## src/rtl/lbist_pkg.sv

```systemverilog
// Shared LBIST definitions: default MISR/LFSR width, feedback
// polynomial and the output-response-analyser FSM state type.
package lbist_pkg;

    localparam int LBIST_N = 24;
    localparam logic [LBIST_N-1:0] LBIST_POLY = 24'hC20001;

    typedef enum logic [1:0] {
        ST_IDLE    = 2'd0,
        ST_COMPACT = 2'd1,
        ST_COMPARE = 2'd2,
        ST_DONE    = 2'd3
    } ora_state_e;

endpackage

```

## src/rtl/misr_core.sv

```systemverilog
// Galois multiple-input signature register.
// Ports: clk/rst_n, load_i (reload SEED), en_i (absorb din_i),
// din_i (response word), sig_o (current signature).
module misr_core #(
    parameter int           N    = 24,
    parameter logic [N-1:0] POLY = 24'hC20001,
    parameter logic [N-1:0] SEED = '0
) (
    input  logic         clk,
    input  logic         rst_n,
    input  logic         load_i,
    input  logic         en_i,
    input  logic [N-1:0] din_i,
    output logic [N-1:0] sig_o
);

    logic [N-1:0] sig_q;
    logic [N-1:0] sig_d;

    // Shift left; the bit falling off the top folds back through POLY.
    always_comb begin
        sig_d = sig_q;
        if (load_i) begin
            sig_d = SEED;
        end else if (en_i) begin
            sig_d = {sig_q[N-2:0], 1'b0}
                  ^ (sig_q[N-1] ? POLY : '0)
                  ^ din_i;
        end
    end

    always_ff @(posedge clk or negedge rst_n) begin
        if (!rst_n) begin
            sig_q <= SEED;
        end else begin
            sig_q <= sig_d;
        end
    end

    assign sig_o = sig_q;

endmodule

```

## src/rtl/misr_ora.sv

```systemverilog
// LBIST output response analyser: compacts NUM_PATTERNS enabled responses
// into a MISR, then compares against GOLDEN and reports done/pass.
// Ports: clk, rst_n (async low), en (stall when low), start (run request),
// din (CUT response), done/pass (result), signature (MISR contents).
// Optional macro MISR_X_MASK_EN adds din_mask (1 = force din bit to 0).
module misr_ora
    import lbist_pkg::*;
#(
    parameter int           N            = LBIST_N,
    parameter logic [N-1:0] POLY         = N'(LBIST_POLY),
    parameter logic [N-1:0] SEED         = '0,
    parameter int           NUM_PATTERNS = 1024,
    parameter logic [N-1:0] GOLDEN       = '0
) (
    input  logic         clk,
    input  logic         rst_n,
    input  logic         en,
    input  logic         start,
    input  logic [N-1:0] din,
`ifdef MISR_X_MASK_EN
    input  logic [N-1:0] din_mask,
`endif
    output logic         done,
    output logic         pass,
    output logic [N-1:0] signature
);

    localparam int CW = $clog2(NUM_PATTERNS + 1);
    localparam logic [CW-1:0] LAST = CW'(NUM_PATTERNS - 1);

    ora_state_e    state_q;
    logic [CW-1:0] count_q;
    logic          done_q;
    logic          pass_q;
    logic [N-1:0]  din_eff;
    logic          load;
    logic          absorb;

`ifdef MISR_X_MASK_EN
    assign din_eff = din & ~din_mask;
`else
    assign din_eff = din;
`endif

    // start is only honoured when no run is in flight.
    assign load   = start
                  && (state_q == ST_IDLE || state_q == ST_DONE);
    assign absorb = en && (state_q == ST_COMPACT);

    misr_core #(
        .N    (N),
        .POLY (POLY),
        .SEED (SEED)
    ) u_core (
        .clk    (clk),
        .rst_n  (rst_n),
        .load_i (load),
        .en_i   (absorb),
        .din_i  (din_eff),
        .sig_o  (signature)
    );

    always_ff @(posedge clk or negedge rst_n) begin
        if (!rst_n) begin
            state_q <= ST_IDLE;
            count_q <= '0;
            done_q  <= 1'b0;
            pass_q  <= 1'b0;
        end else begin
            unique case (state_q)
                ST_IDLE, ST_DONE: begin
                    if (start) begin
                        state_q <= ST_COMPACT;
                        count_q <= '0;
                        done_q  <= 1'b0;
                        pass_q  <= 1'b0;
                    end
                end
                ST_COMPACT: begin
                    if (en) begin
                        count_q <= count_q + 1'b1;
                        if (count_q == LAST) begin
                            state_q <= ST_COMPARE;
                        end
                    end
                end
                ST_COMPARE: begin
                    pass_q  <= (signature == GOLDEN);
                    done_q  <= 1'b1;
                    state_q <= ST_DONE;
                end
                default: state_q <= ST_IDLE;
            endcase
        end
    end

    assign done = done_q;
    assign pass = pass_q;

endmodule
```

## config.mk

```make
export PLATFORM = sky130hd
export DESIGN_NAME = misr_ora
export DESIGN_NICKNAME = d
export VERILOG_FILES = /design/src/rtl/lbist_pkg.sv /design/src/rtl/misr_core.sv /design/src/rtl/misr_ora.sv
export SDC_FILE = /design/constraint.sdc
export NUM_CORES = 1
export LEC_CHECK = 0
export BUFFER_PORTS_ARGS = -buffer_cell sky130_fd_sc_hd__buf_2
export CAP_MARGIN = 20
export CORE_MARGIN = 4
export CORE_UTILIZATION = 48
export DETAILED_ROUTE_END_ITERATION = 7
export PLACE_DENSITY = 0.75
export RECOVER_POWER = 25
export SETUP_SLACK_MARGIN = 0.1
export SYNTH_ARGS = -nofsm -noshare
export SYNTH_HDL_FRONTEND = slang
export SYNTH_SLANG_ARGS = --single-unit
```

## constraint.sdc

```tcl
create_clock -name clk -period 2.2 [get_ports clk]
set_input_delay 0.11 -clock clk [delete_from_list [all_inputs] [get_ports clk]]
set_output_delay 0.11 -clock clk [all_outputs]
set_load 0.05 [all_outputs]
```

## Word-level counts from Yosys, hierarchy flattened

Index checks and enable logic that the tools add are counted.

- Register bits: 39
- Input bits: 28
- Word-level logic and storage cells: 40

- $add $sub $neg: 1
- Eq/ne operators: 7
- Bitwise operators: 2
- Reductions and logical operators: 12
- Mux-type cells: 13

Operator list:

| operator | number |
|---|---|
| 24-bit 2-to-1 mux | 3 |
| 24-bit bitwise XOR | 2 |
| 24-bit logical NOT | 1 |
| 11-bit 2-to-1 mux | 2 |
| 11-bit case mux with 2 select lines | 1 |
| 11-bit by 1-bit adder with 11-bit output (second input constant) | 1 |
| 11-bit by 10-bit equality test with 1-bit output (second input constant) | 1 |
| 2-bit 2-to-1 mux | 3 |
| 2-bit case mux with 3 select lines | 1 |
| 3-bit AND reduction | 2 |
| 2-bit nonzero test | 3 |
| 2-bit equality test (second input constant) | 2 |
| 2-bit != test (second input constant) | 2 |
| 1-bit case mux with 2 select lines | 2 |
| 2-bit by 1-bit equality test with 1-bit output (second input constant) | 1 |
| 1-bit logical AND | 2 |
| 2-bit logical NOT | 1 |
| 2-bit by 1-bit != test with 1-bit output (second input constant) | 1 |
| 2-bit AND reduction | 1 |
| 2-bit OR reduction | 1 |
| 1-bit logical OR | 1 |
| 1-bit 2-to-1 mux | 1 |

## Depth between registers and ports, before layout

Gate-level depths: netlist (run 1).

- Word-level depth: 5
- Depth in mapped cells: 8
- Gate-level depth less buffers: 6

## By module

From an unflattened synthesis (run 1), not the netlist that was laid out.

- Cells, all modules: 208
- Area, all modules: 2,114.5 µm²

By module, submodules not included:

| module | cells an instance | times used | sequential area each (µm²) | area each (µm²) |
|---|---|---|---|---|
| misr_core | 107 | 1 | 600.6 | 1,184.9 |
| misr_ora | 101 | 1 | 375.4 | 929.6 |

## Worst setup path after synthesis (run 1)

No wires, ideal clock.

- Path type: register -> register
- Start: register state_q[0]
- End: register count_q[7]
- Clock period less this slack: 1.693 ns
- Data arrival time: 1.615 ns
- Stages on the path, launching flop included: 8
- Setup slack: 0.507 ns
- Path buffers: 1
- Setup time: 0.078 ns
- Cell sequence: dfrtp_1 inv_1 ha_1 buf_4 mux2_4 nand4_4 or3_1 a21oi_1

- Cells in the longest elaborated chain, start to end: 4

Ends and longest elaborated chain:

| item | line | text |
|---|---|---|
| start: declaration | misr_ora.sv:31 | `ora_state_e state_q;` |
| start signal: assignment | misr_ora.sv:65 | `state_q <= ST_IDLE;` |
| start signal: assignment | misr_ora.sv:73 | `state_q <= ST_COMPACT;` |
| start signal: assignment | misr_ora.sv:83 | `state_q <= ST_COMPARE;` |
| 2-bit equality test or 2-bit logical NOT (tied branches) | misr_ora.sv:70 | `unique case (state_q)` |
| 2-bit OR reduction | misr_ora.sv:70 |  |
| 2-bit != test (no line) or 2-bit nonzero test (tied branches) | - |  |
| 3-bit AND reduction (no line) | - |  |
| end signal: assignment | misr_ora.sv:81 | `count_q <= count_q + 1'b1;` |
| end: declaration | misr_ora.sv:32 | `logic [CW-1:0] count_q;` |

Several ways; a longest one is shown, not always the timed one.
A chain may end at the register's enable or synchronous reset.

## Final worst setup path (run 1)

- Start: register state_q[0]
- End: register count_q[10]

Same word-level chain as after synthesis.

==> results.tsv, run 1 <==
metric	value	unit
dpl.hpwl	3060	um
p_seq_share	35.5	%
ir_drop	0.927	mV
via_per_inst	5.57	
p_sw	1.78	mW
wl_per_cell	14.7	um
clk_pin_slew	0.07	ns
die_w	72.5	um
synth_edf_count	0	
postPlaceCellArea	0.00229	mm^2
synth_cells	181	
yosysTopAreaCellShare	48.9	%
finalCritPeriodShare	81.8	%
swShare	50.5	%
routabilityCongestion	0.750	
drt_iter0_drc	65	
netlist-cell-type-count	34	
power_frac_comb	50.8	%
relSlewSlack	44.4	%
hold_class	input port to flop	
fin_tns_setup	0	ns
syn_area	0.00200	mm^2
grt_pass1_vias	1584	
start_kind	flop	
powerDensity	1490	mW/mm^2
antenna_found_initial	0	
grt_usage	17.4	%
final_max_slew_viol_count	0	
grt_max_degree	40	
clock_path_buffers	2	
setup_viol	0	
status	completed	
cp.arrival	2.01	ns
nets	267	
start_util	49.9	%
fp.dieH	72.5	um
synth_seq_cells	39	
fin_area	0.00236	mm^2
hold_violations	0	
cts_root_buffer	clkbuf_8	
ys_top_cells_by_area	dfrtp_1, a22o_1, xor2_1	
ios	54	
fin_crit	1.80	ns
clock_insertion_delay_worst_skew	0.28	ns
syn_nets	213	
worst_pin_slew	0.834	ns
cts.sinks	39	
fp.coreArea	0.00400	mm^2
dieArea	0.00525	mm^2
clkPwrFrac	13.7	%
grt_pass1_wl	7260	um
maxCapViolCount	0	
rsz0062_at_grt	false	
fmax	0.556	GHz
cts_tree	done	
yosysWarnings	0	
antenna_left	0	
synth_area_per_cell	11.0	um^2
hold_slack	0.169	ns
place.port_buffers	53	
area_delta_synth_final	18.2	%
async_flop_share	100	%
yosysSeqAreaShare	48.9	%
path_class	flop to flop	
required	2.41	ns
diodes	0	
vias	1587	
yosysTopAreaCell	dfrtp_1	
yosysMostFrequentCell	dfrtp_1	
row_count	23	
clock_skew	0.00776	ns
numCtsBuffers	5	
p_leak	1.12	nW
drive_gt1_share	17.9	%
detail_route.wirelength	4200	um
internal_power	1.74	mW
drc_errors	0	
overflow	0	
htreeDepth	2	
cp_max_fo	9	
first_pass_iters	4	
synth_ff_type	dfrtp_1	
endpoint_kind	flop	
synthTopCellsByCount	dfrtp_1, a22o_1, xor2_1, o21ai_0	
==> cell type report <==
type	count	area, um^2
Clock buffer	6	82.6
Clock inverter	1	5.00
Fill cell	354	1640
Inverter	5	18.8
Multi-Input combinational cell	129	963
Sequential cell	39	976
Tap cell	50	62.6
Timing Repair Buffer	55	251
==> cell usage in the layout (no fill, tap or decap) <==
cell           count
nor2_1             4
clkinv_2           1
nor3_1             1
a21oi_1            8
buf_2             28
or2b_2             1
a22oi_1            1
xor2_1            24
nand4_1            5
clkbuf_8           6
a21o_1             2
dlygate4sd3_1      1
nor4_1             5
nand3_1            4
nor2b_1            1
xnor2_1            4
mux2_4             1
ha_1               4
nand3_2            1
a22o_1            27
clkbuf_1          25
dfrtp_1           39
nand2b_1           2
or2_1              1
buf_4              1
inv_1              5
o41ai_1            1
and2_1             1
mux2i_1            2
o21ai_0            9
nand4_4            1
nand2_1            8
or3_1              6
o22ai_1            1
nor4b_1            2
and3_2             2
==> worst max-delay path: stages, from the launching register on <==
cell	delay [ns]
dfrtp_1	0.35
inv_1	0.07
ha_1	0.41
mux2_4	0.28
nand3_2	0.12
or3_1	0.36
a21oi_1	0.14
==> flip-flops by register name, indices dropped and copies added, names as in the netlist <==
name          count
u_core.sig_o     24
count_q          11
done              1
state_q           2
pass              1
==> final timing paths <==
kind                       slack [ns]        startpoint  cells past startpoint          endpoint
max                              0.40        state_q[0]                      6       count_q[10]
min                              0.17           din[22]                      3  u_core.sig_o[22]
max reg2reg                      0.40        state_q[0]                      6       count_q[10]
min reg2reg                      0.54  u_core.sig_o[22]                      1  u_core.sig_o[22]
max in group asynchronous        1.21             rst_n                      2        state_q[0]
min in group asynchronous        0.46             rst_n                      2        count_q[4]
==> kinds of logic after synthesis <==
group / after synthesis / share of synthesized area, %
AOI/OAI and AO/OA: 49 / 18.0
and+or+nand+nor: 45 / 13.7
DFF: 39 / 48.9
xor gates and xnor gates: 28 / 12.3
buffers and inverters: 13 / 2.88
adders and majority gates: 4 / 2.51
muxes: 3 / 1.76
==> per-stage QoR <==
step / total power, mW / util, % / instances / setup WS [ns]
after detailed placement: 3.12 / 57.3 / 277 / 0.186
after global routing: 3.73 / 59.0 / 285 / 0.224
after CTS: 3.60 / 59.7 / 285 / 0.166
final: 3.52 / 59.0 / 285 / 0.400
after global placement: 3.09 / 57.3 / 277 / 0.265
after floorplan: 2.67 / - / 181 / 0.507
==> what timing repair did <==
item | 4_1_cts | 5_1_grt
gates resized for setup | 0 | 1
hold buffers | 1 | 0
setup buffers | 0 | 0
endpoints found under the setup margin | 0 | 24
endpoints found under the hold margin | 39 | 0
==> power by group through the flow <==
| stage | sequential (mW) | clock [mW] | combinational (mW) |
|---|---|---|---|
| detailed placement | 1.26 | 0 | 1.86 |
| CTS | 1.25 | 0.487 | 1.86 |
| finish | 1.25 | 0.481 | 1.79 |
| global placement | 1.26 | 0 | 1.83 |
| floorplan | 1.89 | 0 | 0.787 |
| global route | 1.29 | 0.518 | 1.92 |
==> metal layers <==
layer	global-route usage (%)	vias to the layer above	share of wire, %
li1	-	772	-
met4	5.33	0	0.88
met5	0	-	0
met2	28.7	38	50
met1	23.0	773	44
met3	3.74	4	5.1
Power figures use the tool's default switching activity.
==> run 2, diff against run 1 <==
ABC_AREA = 1   (was default)
clock period = 1.7 ns   (was 2.2 ns; I/O delays follow)
==> run 2 against run 1 <==
Compared with the run above:
- non-clock buffer count increased by 9
- worst setup slack lost 0.20 ns
- synthesized cell count rose by 34%
- wire length grew 10%
- worst hold slack got worse by 0.089 ns
- highest routed layer unchanged
==> results.tsv, run 2 <==
metric	value	unit	change
fin_ws	0.195	ns	-0.205 ns
mostFrequentLayoutCells	buf_2, dfrtp_1, inv_1, nand2_1, xnor2_1		
yosysWarnings	0		unchanged
hold_depth	3		unchanged
dieArea	0.00543	mm^2	+3.3%
rsz0062_at_grt	true		
cp_max_fo	6		-3
crit_top_cell	nand2_2		
synth_area_per_cell	8.55	um^2	-22%
vias	1835		+16%
fin_crit	1.50	ns	-0.295 ns
area_delta_synth_final	24.4	%	
worst_pin_slew	0.963	ns	+0.129 ns
clk_pin_slew	0.08	ns	about the same
wl_per_cell	12.9	um	-13%
drc_errors	0		unchanged
synth_seq_cells	39		unchanged
cp_num_buf_inv	2		+1
synth_cells	242		+34%
dp_slack	0.0704	ns	-0.116 ns
synth_edf_count	0		unchanged
dpl.hpwl	3450	um	+13%
reg2regPathDepth	9		+3
fin_tns_setup	0	ns	unchanged
ys_top_cells_by_area	dfrtp_1, xnor2_1, inv_1		
relSlewSlack	35.8	%	-8.6 points
synthSimpleGateAreaFrac	19.7	%	+6.0 points
detail_route.wirelength	4630	um	+10%
antenna_left	0		unchanged
yosysSeqAreaShare	47.2	%	-1.7 points
grtUsageMet3	5.06	%	+1.3 points
path_class	flop to flop		
cts_tree	done		
synth_xor_area_share	10.2	%	-2.1 points
diodes	0		unchanged
hold_violations	0		unchanged
hold_class	input port to flop		
yosysTopAreaCell	dfrtp_1		
synth_fa_ha_area_share	2.42	%	-0.089 points
final_util	63.0	%	+4.0 points
synth.area.mux_share	0	%	-1.8 points
overflow	0		unchanged
grt_max_degree	40		unchanged
use_met1	23.0	%	about the same
via_per_inst	5.10		-8.5%
place.port_buffers	53		unchanged
finalCritPeriodShare	88.5	%	+6.7 points
fp.dieH	73.7	um	+1.6%
fillCellCount	367		+3.7%
syn_area	0.00207	mm^2	+3.7%
grt_usage	18.4	%	+1.0 points
fmax	0.664	GHz	+20%
powerDensity	2180	mW/mm^2	+46%
cpPeakStageDelay	0.39	ns	-0.02 ns
synth_top_family_by_area	simple AND/OR/NAND/NOR gates		
syn_nets	274		+29%
required	1.88	ns	-0.53 ns
layout_commonest_cell	buf_2		
cts.sinks	39		unchanged
start_util	50.6	%	+0.75 points
async_flop_share	100	%	unchanged
grt_busiest_layer	met2		
drive_gt1_share	27.1	%	+9.2 points
netlist-cell-type-count	23		-32%
synthTopCellsByCount	dfrtp_1, inv_1, nand2_1, xnor2_1, o22ai_1		
ios	54		unchanged
maxCapViolCount	0		unchanged
crit_start	state_q[0]		
crit_cells	9		+3
endpoint_kind	flop		
clock_path_buffers	2		unchanged
drt_iter0_drc	94		+45%
critPathTopFamily	simple AND/OR/NAND/NOR gates		
ir_drop	1.34	mV	+44%
crit_path_top_delay_cell	dfrtp_1		
row_count	23		unchanged
antenna_found_initial	0		unchanged
nets	341		+28%
grt_util_met2	30.2	%	+1.5 points
setup_viol	0		unchanged
path_cells	inv_2 > ha_4 > nand2_2 > nand2_2 > nor2_4 > buf_4 > nand3_1 > nand2_1 > nor2_1		
first_pass_iters	4		unchanged
status	completed		
routabilityCongestion	0.827		+10%
final_max_slew_viol_count	0		unchanged
start_kind	flop		
synth_compound_area_share	11.1	%	-6.9 points
fp.coreArea	0.00409	mm^2	+2.2%
r2r_start	state_q[0]		
cts_root_buffer	clkbuf_8		
htreeDepth	2		unchanged
die_w	73.7	um	+1.6%
largest_reg_flops	24		unchanged
clock_skew	0.00642	ns	-0.00135 ns
clock_insertion_delay_worst_skew	0.29	ns	about the same
hold_start	din[3]		
synth_ff_type	dfrtp_1		
yosysTopAreaCellShare	47.2	%	-1.7 points
cp.arrival	1.69	ns	-0.32 ns
numCtsBuffers	5		unchanged
p_leak	1.30	nW	+16%
grt_pass1_wl	7690	um	+6.0%
grt_pass1_vias	1775		+12%
-- run 2: cell families (layout without fill, tap and decap cells) --
kind of cell / Yosys count / in the layout
simple gates: 91 / 92
xor+xnor: 24 / 24
fa+ha+maj: 4 / 4
flops: 39 / 39
compound gates: 39 / 39
buf+inv: 45 / 112
-- run 2: area by class of cell --
| cell class | instances | area, um^2 | area share, % |
|---|---|---|---|
| Multi-Input combinational cell | 159 | 941 | 36.5 |
| Tap cell | 50 | 62.6 | 2.43 |
| Sequential cell | 39 | 976 | 37.9 |
| Inverter | 40 | 150 | 5.83 |
| Clock buffer | 7 | 76.3 | 2.96 |
| Timing Repair Buffer | 64 | 364 | 14.1 |
| Clock inverter | 1 | 5.00 | 0.194 |
-- run 2: worst reg2reg max path, delay by kind of cell, from the launching register on --
family	cells	cell delay [ns]
adders and majority gates	1	0.27
buffers and inverters	2	0.21
DFF	1	0.39
and+or+nand+nor	6	0.54
-- run 2: metrics by stage --
step	cells	hold slack, ns	cell area, um^2	power, mW
after global routing	360	0.0853	2570	6.01
after floorplan	242	-0.211	2070	4.06
after global placement	350	0.166	2440	4.82
after detailed placement	350	0.173	2440	4.88
final	360	0.0796	2570	5.61
after CTS	359	0.0713	2540	5.54
-- run 2: per-layer routing --
layer	share of wire (%)	wire (um)
met1	43	1990
met2	51	2350
met5	0	0
met3	4.6	211
met4	1.6	72
-- run 2: repair_timing --
| item | in CTS | in global routing |
|---|---|---|
| setup endpoints to repair | 17 | 16 |
| buffers inserted | 0 | 0 |
| gates cloned | 0 | 1 |
| hold endpoints to repair | 39 | 0 |
| resized for setup | 1 | 11 |
| pin swaps | 0 | 1 |
| hold buffers | 1 | 0 |
-- run 2: path summary, 6_finish.rpt --
path / endpoint / slack [ns]
min: u_core.sig_o[3] / 0.08
max: count_q[3] / 0.20
min in group asynchronous: count_q[8] / 0.55
max in group asynchronous: u_core.sig_o[5] / 0.55
max reg2reg: count_q[3] / 0.20
min reg2reg: done / 0.51
-- run 2: power by group --
group          switching (mW)  total [mW]  internal (mW)  leakage, nW
combinational            2.25        3.37           1.13        0.742
clock                   0.315       0.603          0.288       0.0422
sequential              0.350        1.63           1.28        0.516
